### config.mk
export PLATFORM = sky130hd
export DESIGN_NAME = mem_arbiter_flat
export DESIGN_NICKNAME = d
export VERILOG_FILES = /design/src/rtl/mem_arbiter_if.sv /design/src/rtl/mem_arbiter.sv /design/src/flat_wrapper.sv
export SDC_FILE = /design/constraint.sdc
export NUM_CORES = 1
export LEC_CHECK = 0
export BUFFER_PORTS_ARGS = -buffer_cell sky130_fd_sc_hd__buf_2
export CORE_ASPECT_RATIO = 1.5
export CORE_UTILIZATION = 38
export CTS_CLUSTER_SIZE = 8
export DETAILED_ROUTE_END_ITERATION = 10
export GPL_TIMING_DRIVEN = 0
export PLACE_DENSITY = 0.86
export SYNTH_ARGS = -nofsm -noshare
export SYNTH_HDL_FRONTEND = slang
export SYNTH_SLANG_ARGS = --single-unit
### constraint.sdc
create_clock -name clk -period 6 [get_ports clk]
set_clock_uncertainty 0.15 [all_clocks]
set_input_delay 0.3 -clock clk [delete_from_list [all_inputs] [get_ports clk]]
set_output_delay 0.3 -clock clk [all_outputs]
set_load 0.01 [all_outputs]
### src/rtl/mem_arbiter_if.sv
// rtl/mem_arbiter_if.sv - requester and RAM-side bundle for the shared memory arbiter
interface mem_arbiter_if #(
  parameter int ADDR_WIDTH = 16,
  parameter int DATA_WIDTH = 8
);
  logic                  vid_req;
  logic [ADDR_WIDTH-1:0] vid_addr;
  logic                  vid_gnt;
  logic                  vid_rvalid;

  logic                  cpu_req;
  logic                  cpu_we;
  logic [ADDR_WIDTH-1:0] cpu_addr;
  logic [DATA_WIDTH-1:0] cpu_wdata;
  logic                  cpu_gnt;
  logic                  cpu_rvalid;

  logic                  dma_req;
  logic                  dma_we;
  logic [ADDR_WIDTH-1:0] dma_addr;
  logic [DATA_WIDTH-1:0] dma_wdata;
  logic                  dma_gnt;
  logic                  dma_rvalid;

  logic [DATA_WIDTH-1:0] rdata;

  logic                  mem_en;
  logic                  mem_we;
  logic [ADDR_WIDTH-1:0] mem_addr;
  logic [DATA_WIDTH-1:0] mem_wdata;
  logic [DATA_WIDTH-1:0] mem_rdata;

  // Arbiter side
  modport slave (
    input  vid_req, vid_addr,
    input  cpu_req, cpu_we, cpu_addr, cpu_wdata,
    input  dma_req, dma_we, dma_addr, dma_wdata,
    input  mem_rdata,
    output vid_gnt, vid_rvalid,
    output cpu_gnt, cpu_rvalid,
    output dma_gnt, dma_rvalid,
    output rdata,
    output mem_en, mem_we, mem_addr, mem_wdata
  );

  // Requesters plus RAM macro
  modport master (
    output vid_req, vid_addr,
    output cpu_req, cpu_we, cpu_addr, cpu_wdata,
    output dma_req, dma_we, dma_addr, dma_wdata,
    output mem_rdata,
    input  vid_gnt, vid_rvalid,
    input  cpu_gnt, cpu_rvalid,
    input  dma_gnt, dma_rvalid,
    input  rdata,
    input  mem_en, mem_we, mem_addr, mem_wdata
  );
endinterface

### src/rtl/mem_arbiter.sv
// rtl/mem_arbiter.sv - video-priority arbiter with CPU/DMA round-robin and starvation override
module mem_arbiter #(
  parameter int ADDR_WIDTH   = 16,
  parameter int DATA_WIDTH   = 8,
  parameter int STARVE_LIMIT = 8
) (
  input  logic          clk,
  input  logic          rst_n,
  mem_arbiter_if.slave  bus
);

  localparam int CNT_W = $clog2(STARVE_LIMIT + 1);
  localparam logic [CNT_W-1:0] LIMIT = CNT_W'(STARVE_LIMIT);

  logic             rr_dma;
  logic [CNT_W-1:0] cpu_cnt;
  logic [CNT_W-1:0] dma_cnt;

  logic cpu_forced;
  logic dma_forced;
  logic vid_pick;
  logic cpu_pick;
  logic dma_pick;
  logic vid_gnt;
  logic cpu_gnt;
  logic dma_gnt;

  function automatic logic [CNT_W-1:0] next_cnt(
    input logic [CNT_W-1:0] cnt,
    input logic             req,
    input logic             gnt
  );
    if (!req || gnt) begin
      return '0;
    end else if (cnt == LIMIT) begin
      return cnt;
    end else begin
      return cnt + CNT_W'(1);
    end
  endfunction

  assign cpu_forced = bus.cpu_req && (cpu_cnt == LIMIT);
  assign dma_forced = bus.dma_req && (dma_cnt == LIMIT);

  always_comb begin
    vid_pick = 1'b0;
    cpu_pick = 1'b0;
    dma_pick = 1'b0;
    if (cpu_forced && dma_forced) begin
      cpu_pick = !rr_dma;
      dma_pick = rr_dma;
    end else if (cpu_forced) begin
      cpu_pick = 1'b1;
    end else if (dma_forced) begin
      dma_pick = 1'b1;
    end else if (bus.vid_req) begin
      vid_pick = 1'b1;
    end else if (bus.cpu_req && bus.dma_req) begin
      cpu_pick = !rr_dma;
      dma_pick = rr_dma;
    end else if (bus.cpu_req) begin
      cpu_pick = 1'b1;
    end else if (bus.dma_req) begin
      dma_pick = 1'b1;
    end
  end

  // Grants are suppressed combinationally so no access leaks out during reset.
  assign vid_gnt = vid_pick && rst_n;
  assign cpu_gnt = cpu_pick && rst_n;
  assign dma_gnt = dma_pick && rst_n;

  assign bus.vid_gnt = vid_gnt;
  assign bus.cpu_gnt = cpu_gnt;
  assign bus.dma_gnt = dma_gnt;
  assign bus.mem_en  = vid_gnt || cpu_gnt || dma_gnt;
  assign bus.rdata   = bus.mem_rdata;

  always_comb begin
    bus.mem_we    = 1'b0;
    bus.mem_addr  = '0;
    bus.mem_wdata = '0;
    if (vid_gnt) begin
      bus.mem_addr = bus.vid_addr;
    end else if (cpu_gnt) begin
      bus.mem_we    = bus.cpu_we;
      bus.mem_addr  = bus.cpu_addr;
      bus.mem_wdata = bus.cpu_wdata;
    end else if (dma_gnt) begin
      bus.mem_we    = bus.dma_we;
      bus.mem_addr  = bus.dma_addr;
      bus.mem_wdata = bus.dma_wdata;
    end
  end

  always_ff @(posedge clk or negedge rst_n) begin
    if (!rst_n) begin
      rr_dma         <= 1'b0;
      cpu_cnt        <= '0;
      dma_cnt        <= '0;
      bus.vid_rvalid <= 1'b0;
      bus.cpu_rvalid <= 1'b0;
      bus.dma_rvalid <= 1'b0;
    end else begin
      if (cpu_gnt) begin
        rr_dma <= 1'b1;
      end else if (dma_gnt) begin
        rr_dma <= 1'b0;
      end
      cpu_cnt        <= next_cnt(cpu_cnt, bus.cpu_req, cpu_gnt);
      dma_cnt        <= next_cnt(dma_cnt, bus.dma_req, dma_gnt);
      bus.vid_rvalid <= vid_gnt;
      bus.cpu_rvalid <= cpu_gnt && !bus.cpu_we;
      bus.dma_rvalid <= dma_gnt && !bus.dma_we;
    end
  end

endmodule

### src/flat_wrapper.sv
// flat-port wrapper written by rule: the top's interface ports become plain ports
module mem_arbiter_flat 
#(
  parameter int ADDR_WIDTH   = 16,
  parameter int DATA_WIDTH   = 8,
  parameter int STARVE_LIMIT = 8
)
  (clk, rst_n, bus_vid_req, bus_vid_addr, bus_cpu_req, bus_cpu_we, bus_cpu_addr, bus_cpu_wdata, bus_dma_req, bus_dma_we, bus_dma_addr, bus_dma_wdata, bus_mem_rdata, bus_vid_gnt, bus_vid_rvalid, bus_cpu_gnt, bus_cpu_rvalid, bus_dma_gnt, bus_dma_rvalid, bus_rdata, bus_mem_en, bus_mem_we, bus_mem_addr, bus_mem_wdata);
  mem_arbiter_if #(.ADDR_WIDTH(ADDR_WIDTH), .DATA_WIDTH(DATA_WIDTH)) bus_i ();
  input  logic clk;
  input  logic rst_n;
  input wire logic [$bits(bus_i.vid_req)-1:0] bus_vid_req;
  input wire logic [$bits(bus_i.vid_addr)-1:0] bus_vid_addr;
  input wire logic [$bits(bus_i.cpu_req)-1:0] bus_cpu_req;
  input wire logic [$bits(bus_i.cpu_we)-1:0] bus_cpu_we;
  input wire logic [$bits(bus_i.cpu_addr)-1:0] bus_cpu_addr;
  input wire logic [$bits(bus_i.cpu_wdata)-1:0] bus_cpu_wdata;
  input wire logic [$bits(bus_i.dma_req)-1:0] bus_dma_req;
  input wire logic [$bits(bus_i.dma_we)-1:0] bus_dma_we;
  input wire logic [$bits(bus_i.dma_addr)-1:0] bus_dma_addr;
  input wire logic [$bits(bus_i.dma_wdata)-1:0] bus_dma_wdata;
  input wire logic [$bits(bus_i.mem_rdata)-1:0] bus_mem_rdata;
  output wire logic [$bits(bus_i.vid_gnt)-1:0] bus_vid_gnt;
  output wire logic [$bits(bus_i.vid_rvalid)-1:0] bus_vid_rvalid;
  output wire logic [$bits(bus_i.cpu_gnt)-1:0] bus_cpu_gnt;
  output wire logic [$bits(bus_i.cpu_rvalid)-1:0] bus_cpu_rvalid;
  output wire logic [$bits(bus_i.dma_gnt)-1:0] bus_dma_gnt;
  output wire logic [$bits(bus_i.dma_rvalid)-1:0] bus_dma_rvalid;
  output wire logic [$bits(bus_i.rdata)-1:0] bus_rdata;
  output wire logic [$bits(bus_i.mem_en)-1:0] bus_mem_en;
  output wire logic [$bits(bus_i.mem_we)-1:0] bus_mem_we;
  output wire logic [$bits(bus_i.mem_addr)-1:0] bus_mem_addr;
  output wire logic [$bits(bus_i.mem_wdata)-1:0] bus_mem_wdata;
  assign bus_i.vid_req = bus_vid_req;
  assign bus_i.vid_addr = bus_vid_addr;
  assign bus_i.cpu_req = bus_cpu_req;
  assign bus_i.cpu_we = bus_cpu_we;
  assign bus_i.cpu_addr = bus_cpu_addr;
  assign bus_i.cpu_wdata = bus_cpu_wdata;
  assign bus_i.dma_req = bus_dma_req;
  assign bus_i.dma_we = bus_dma_we;
  assign bus_i.dma_addr = bus_dma_addr;
  assign bus_i.dma_wdata = bus_dma_wdata;
  assign bus_i.mem_rdata = bus_mem_rdata;
  assign bus_vid_gnt = bus_i.vid_gnt;
  assign bus_vid_rvalid = bus_i.vid_rvalid;
  assign bus_cpu_gnt = bus_i.cpu_gnt;
  assign bus_cpu_rvalid = bus_i.cpu_rvalid;
  assign bus_dma_gnt = bus_i.dma_gnt;
  assign bus_dma_rvalid = bus_i.dma_rvalid;
  assign bus_rdata = bus_i.rdata;
  assign bus_mem_en = bus_i.mem_en;
  assign bus_mem_we = bus_i.mem_we;
  assign bus_mem_addr = bus_i.mem_addr;
  assign bus_mem_wdata = bus_i.mem_wdata;
  mem_arbiter #(.ADDR_WIDTH(ADDR_WIDTH), .DATA_WIDTH(DATA_WIDTH), .STARVE_LIMIT(STARVE_LIMIT)) u_core (.clk(clk), .rst_n(rst_n), .bus(bus_i));
endmodule
==> results of run 1 <==
-- kinds of logic after synthesis --
group / after synthesis / synth area share [%]
adder cells (fa/ha/maj): 4 / 4.42
XOR/XNOR: 5 / 3.86
flip-flops: 12 / 26.5
multiplexers: 1 / 0.883
buffers and inverters: 23 / 12.3
AND/OR/NAND/NOR: 43 / 23.8
AO/OA/AOI/OAI: 34 / 28.3
-- per-layer routing --
metal	vias up	wire length, um	global-route usage, %
met5	-	0	0
met1	606	1290	24.1
li1	673	-	-
met4	0	54	8.82
met2	76	1900	44.4
met3	5	264	2.86
-- cells in the mapped netlist (all sizes together) (3+ instances only) --
library cell  instances
a221o                16
a22o                  9
and2                 16
buf                  14
dfrtp                12
ha                    4
inv                   8
nand2                 5
nand3                 3
nor2                  8
xnor2                 4
-- registers in the layout, indices dropped and copies added (netlist names) --
| signal | count |
|---|---|
| u_core.cpu_cnt | 4 |
| u_core.dma_cnt | 4 |
| u_core.bus.cpu_rvalid | 1 |
| u_core.bus.dma_rvalid | 1 |
| u_core.bus.vid_rvalid | 1 |
| u_core.rr_dma | 1 |
-- worst max-delay path: stages --
cell and delay [ns]:
dlygate4sd3_1 0.52, buf_2 0.32, inv_1 0.19, nor4_4 0.45, buf_2 0.30, and2_1 0.16
a221o_1 0.11, buf_2 0.13
-- how the worst max path moves through the flow --
stage                        to  slack [ns]                     startpoint
3_5_place_dp    bus_mem_addr[8]        3.54  u_core.dma_cnt[0]$_DFFE_PN0P_
2_1_floorplan  bus_mem_addr[11]        3.83  u_core.cpu_cnt[0]$_DFFE_PN0P_
5_1_grt        bus_mem_addr[14]        2.82                          rst_n
3_3_place_gp    bus_mem_addr[9]        3.56  u_core.dma_cnt[0]$_DFFE_PN0P_
4_1_cts         bus_mem_addr[8]        3.02                          rst_n
6_report        bus_mem_addr[8]        3.07                          rst_n
-- where the power goes --
group / leakage (nW) / switching, mW / internal, mW
Sequential: 0.160 / 0.00503 / 0.0866
Clock: 0.0288 / 0.0338 / 0.0582
Combinational: 0.850 / 0.0445 / 0.0539
-- stage by stage --
stage | setup slack, ns | cell area [um^2]
floorplan | 3.83 | 1130
global placement | 3.56 | 1730
detailed placement | 3.54 | 1730
CTS | 3.02 | 1800
global route | 2.82 | 1800
finish | 3.07 | 1800
-- layout make-up --
cell class                      count  share of cell area (%)
Tap cell                           37                    2.58
Timing Repair Buffer              111                    31.2
Sequential cell                    12                    16.7
Inverter                            8                    1.67
Multi-Input combinational cell     87                    38.7
Clock buffer                        4                    3.07
Buffer                             15                    6.06
-- cells in the final DEF (no fill, tap or decap) --
master,netlist,layout
and4b_1,1,1
o21ba_2,1,1
dlygate4sd3_1,0,1
ha_1,4,4
a31oi_1,1,1
clkbuf_1,1,1
xor2_1,1,1
nor2_1,8,8
and2_1,16,16
a311o_1,1,1
or2b_1,1,1
buf_2,3,113
clkbuf_8,0,4
dfrtp_1,12,12
and4b_4,1,1
nand3b_1,1,1
buf_6,2,2
nand3_1,3,3
a21oi_1,2,2
o22ai_1,2,2
nand2b_4,1,1
a31o_4,1,1
a22o_1,9,9
mux2i_1,1,1
buf_4,9,9
or3_1,1,1
inv_1,8,8
a221o_1,16,16
nor4_4,1,1
xnor2_1,4,4
a2111oi_2,1,1
nand2b_1,1,1
nor3b_1,1,1
nor2b_1,2,2
nand2_1,5,5
==> flow_summary.yaml, run 1 <==
status:
  outcome: "finished, final reports clean"
grt:
  antenna_found_initial: 0
  grtUsageTotal_pct: 23.2
  grt_pass1_vias: 1331
  grt_first_pass_wirelength_um: 5480
  grt_max_degree: 17
  overflow: 0
synthesis:
  yosysTopAreaCell: "dfrtp_1"
  synthFlopType: "dfrtp_1"
  yosysSeqAreaShare_pct: 26.5
  syn_inst: 122
  ys_ff_latch: 12
  synth-edff-count: 0
  synth_warnings: 0
  postSynthAreaPerCell_um2: 9.29
  synth_nets: 205
  synth_cell_types: 33
  syn_area_um2: 1130
  synth_top_cell_area_share_pct: 26.5
  synth_area_leaders: "dfrtp_1 26%, a221o_1 14%, and2_1 8.8%"
  synthArstFlopShare_pct: 100
setup_path:
  cp.arrival_ns: 2.48
  r2r_end: "u_core.bus.cpu_rvalid$_DFF_PN0_"
  cp-end-kind: "output port"
  critPathKind: "input pin to output port"
  reg2reg_from: "u_core.dma_cnt[0]$_DFFE_PN0P_"
  crit_path_start_kind: "input pin"
  worst_ep_required_time_ns: 5.55
  worst-r2r-setup-slack_ns: 3.95
  cp_max_fo: 16
  reg2regPathDepth: 8
clock_network:
  cts_tree: "yes"
  htreeDepth: 1
  clk_latency_ns: 0.25
  post-cts-setup-buffer-count: 0
  cts-root-buf: "clkbuf_8"
  numCtsBuffers: 3
  clockBufferDepth: 2
  cts_hold_buf: 1
  cts_resized: 0
  cts.clk_slew.worst_paths_ns: 0.05
  cts_sinks: 12
floorplan:
  start_util_pct: 41.0
  fp.dieW_um: 46.6
  pin_count: 119
  fp.dieH_um: 68.9
  num_rows: 23
  die_area_um2: 3210
  core_area_um2: 2760
layout:
  antenna_cells: 0
  seqCellArea_um2: 300
  nets: 321
  multi_input_area_um2: 694
  syn2layout_area_growth_pct: 58.4
  final_core_util_pct: 65.0
  final_layout_size_suffix_gt1_share_pct: 56.5
  fin_cells: 274
  fill_cells: 252
worst_hold_path:
  min_from: "bus_dma_we"
  holdPathStages: 2
  worstHoldEndpoint: "u_core.bus.dma_rvalid$_DFF_PN0_"
  hold_class: "input pin to flip-flop"
placement:
  place.gp.congestion: 0.830
  place_hpwl_um: 2840
  portBuffers: 110
  placed_cells: 269
drt:
  drc: 0
  vias_per_cell: 4.96
  via_count: 1360
  ant_nets: 0
  post_drt_wl_per_cell_um: 12.8
  wl_um: 3510
  firstDrtPassIters: 6
  drt-initial-drc-count: 24
sta:
  setup_viol: 0
  fin_crit_sh_pct: 48.8
  fmax_mhz: 341
  period_minus_slack_ns: 2.93
  hold_viol_final: 0
  maxSlewViolCount: 0
  tns_ns: 0
  slew_headroom_pct: 69.2
  rsz0062_at_grt: "false"
  tightestPinTransition_ns: 0.461
  hold-worst-slack_ns: 0.0612
flow_run:
  drv_cap: 0
pwr:
  leakage_nw: 1.04
  peakVddDrop_v: 0.0000912
  p_per_area_nw_per_um2: 157
  finalPower_mw: 0.282
Power figures use the tool's default switching activity.
==> inputs of run 2 (changes only) <==
- CORE_UTILIZATION: 38 -> 32
- PLACE_DENSITY: 0.86 -> 0.77
- clock period: 6 -> 2.5 ns (I/O delays scaled with it)
==> flow_summary.yaml, run 2 (synthesis results as in run 1) <==
status:
  outcome: "finished, final reports clean"
sta:
  maxSlewViolCount: 0
  fmax_mhz: 400
  hold_viol_final: 0
  period_minus_slack_ns: 2.50
  slew_headroom_pct: 74.0
  tightestPinTransition_ns: 0.389
  setup_slack_ns: 0.00200
  setup_viol: 0
  fin_crit_sh_pct: 99.9
worst_hold_path:
  hold_class: "input pin to flip-flop"
  min_from: "bus_dma_req"
grt:
  overflow: 0
  use_met1_pct: 22.2
  grt_max_degree: 17
  grt_pass1_vias: 1370
  busiest_layer: "met2"
  gr-usage-met2_pct: 35.6
  grtUsageTotal_pct: 19.4
  grtUsageMet3_pct: 3.64
  grt_first_pass_wirelength_um: 5640
  antenna_found_initial: 0
layout:
  syn2layout_area_growth_pct: 73.7
  final_layout_size_suffix_gt1_share_pct: 60.2
  nets: 333
  final_cell_mix: "111 x buf_2, 17 x buf_4, 16 x and2_1, 16 x a221o_1, 12 x dfrtp_1"
  final_core_util_pct: 58.2
  final_common_cell: "buf_2"
  fill_cells: 323
  reg_top3: "u_core.cpu_cnt (4), u_core.dma_cnt (4)"
  antenna_cells: 0
  fin_cells: 291
setup_path:
  cp-end-kind: "output port"
  startpoint: "bus_cpu_req"
  crit_path_start_kind: "input pin"
  cp_max_fo: 10
  worst_ep_required_time_ns: 2.23
  reg2reg_from: "u_core.cpu_cnt[0]$_DFFE_PN0P_"
  cp.arrival_ns: 2.22
  critPathKind: "input pin to output port"
floorplan:
  num_rows: 26
  die_area_um2: 3790
  fp.dieH_um: 74.9
  fp.dieW_um: 50.6
  pin_count: 119
  core_area_um2: 3380
  start_util_pct: 33.5
drt:
  vias_per_cell: 4.95
  firstDrtPassIters: 4
  ant_nets: 0
  post_drt_wl_per_cell_um: 14.0
  drt-initial-drc-count: 44
  drc: 0
  via_count: 1440
  wl_um: 4080
clock_network:
  clk_latency_ns: 0.24
  cts-root-buf: "clkbuf_8"
  cts_sinks: 12
  clockBufferDepth: 2
  numCtsBuffers: 3
  htreeDepth: 1
  cts.clk_slew.worst_paths_ns: 0.05
  cts_tree: "yes"
placement:
  place_hpwl_um: 3080
  portBuffers: 110
  placed_cells: 274
  place_ws_ns: 0.146
  place.gp.congestion: 0.828
flow_run:
  drv_cap: 0
pwr:
  peakVddDrop_v: 0.000222
  p_per_area_nw_per_um2: 354
  leakage_nw: 1.11
  finalPower_mw: 0.697
## run 2: cell count changes in the layout (fill, tap and decap cells not counted), moves of 2 or more
cell           previous run  this run
buf_4                     9        17
dlygate4sd3_1             1         4
buf_2                   113       111
clkbuf_4                  0         2
inv_1                     8         6
inv_2                     0         2
## run 2: per-layer routing
| metal | routed length, um | share of wire, % | up-vias |
|---|---|---|---|
| met5 | 0 | 0 | - |
| met4 | 23 | 0.56 | 0 |
| met3 | 356 | 8.7 | 4 |
| met2 | 2140 | 52 | 83 |
| met1 | 1560 | 38 | 656 |
| li1 | - | - | 697 |
## run 2: critical path, cell delays in order
cell and delay [ns]:
dlygate4sd3_1 0.53, buf_2 0.17, and4b_4 0.27, a2111oi_2 0.39
a31o_4 0.22, clkbuf_4 0.22, a22o_1 0.16, buf_2 0.13
## run 2: cell type report
class	count	area, um^2	share of cell area (%)
clock buffers	4	55.1	2.80
well taps	42	52.6	2.67
plain buffers	15	119	6.04
repair buffers	123	676	34.3
flip-flops and latches	12	300	15.2
multi-input cells	87	737	37.4
inverters	8	30.0	1.52
## run 2: stage by stage
stage               setup TNS [ns]  hold slack, ns  cell area [um^2]
global placement                 0          -0.108              1740
finish                           0         0.00499              1970
global route                -0.291          0.0251              1970
CTS                              0        0.000827              1840
floorplan                        0          -0.321              1130
detailed placement               0          -0.105              1740
## run 2: worst paths after layout
check | endpoint | slack [ns] | cells after the start
setup / recovery | bus_mem_wdata[6] | 0.002 | 8
hold / removal | u_core.dma_cnt[3]$_DFFE_PN0P_ | 0.005 | 3
setup reg to reg | u_core.rr_dma$_DFFE_PN0P_ | 0.42 | 7
hold reg to reg | u_core.cpu_cnt[3]$_DFFE_PN0P_ | 0.42 | 3
max in group asynchronous | u_core.dma_cnt[0]$_DFFE_PN0P_ | 1.86 | 2
min in group asynchronous | u_core.cpu_cnt[2]$_DFFE_PN0P_ | 0.16 | 2
## run 2: what timing repair did
action,4_1_cts,5_1_grt
gates resized for setup,3,12
pin swaps,1,2
hold buffers,4,0
buffers inserted,1,6
cloned,0,2
setup endpoints to repair,18,23
hold endpoints to repair,15,0
## run 2: where the power goes
| part | internal (mW) | total, mW | switching, mW |
|---|---|---|---|
| combinational | 0.150 | 0.271 | 0.121 |
| clock | 0.139 | 0.207 | 0.0679 |
| sequential | 0.208 | 0.219 | 0.0112 |
| total | 0.497 | 0.697 | 0.200 |
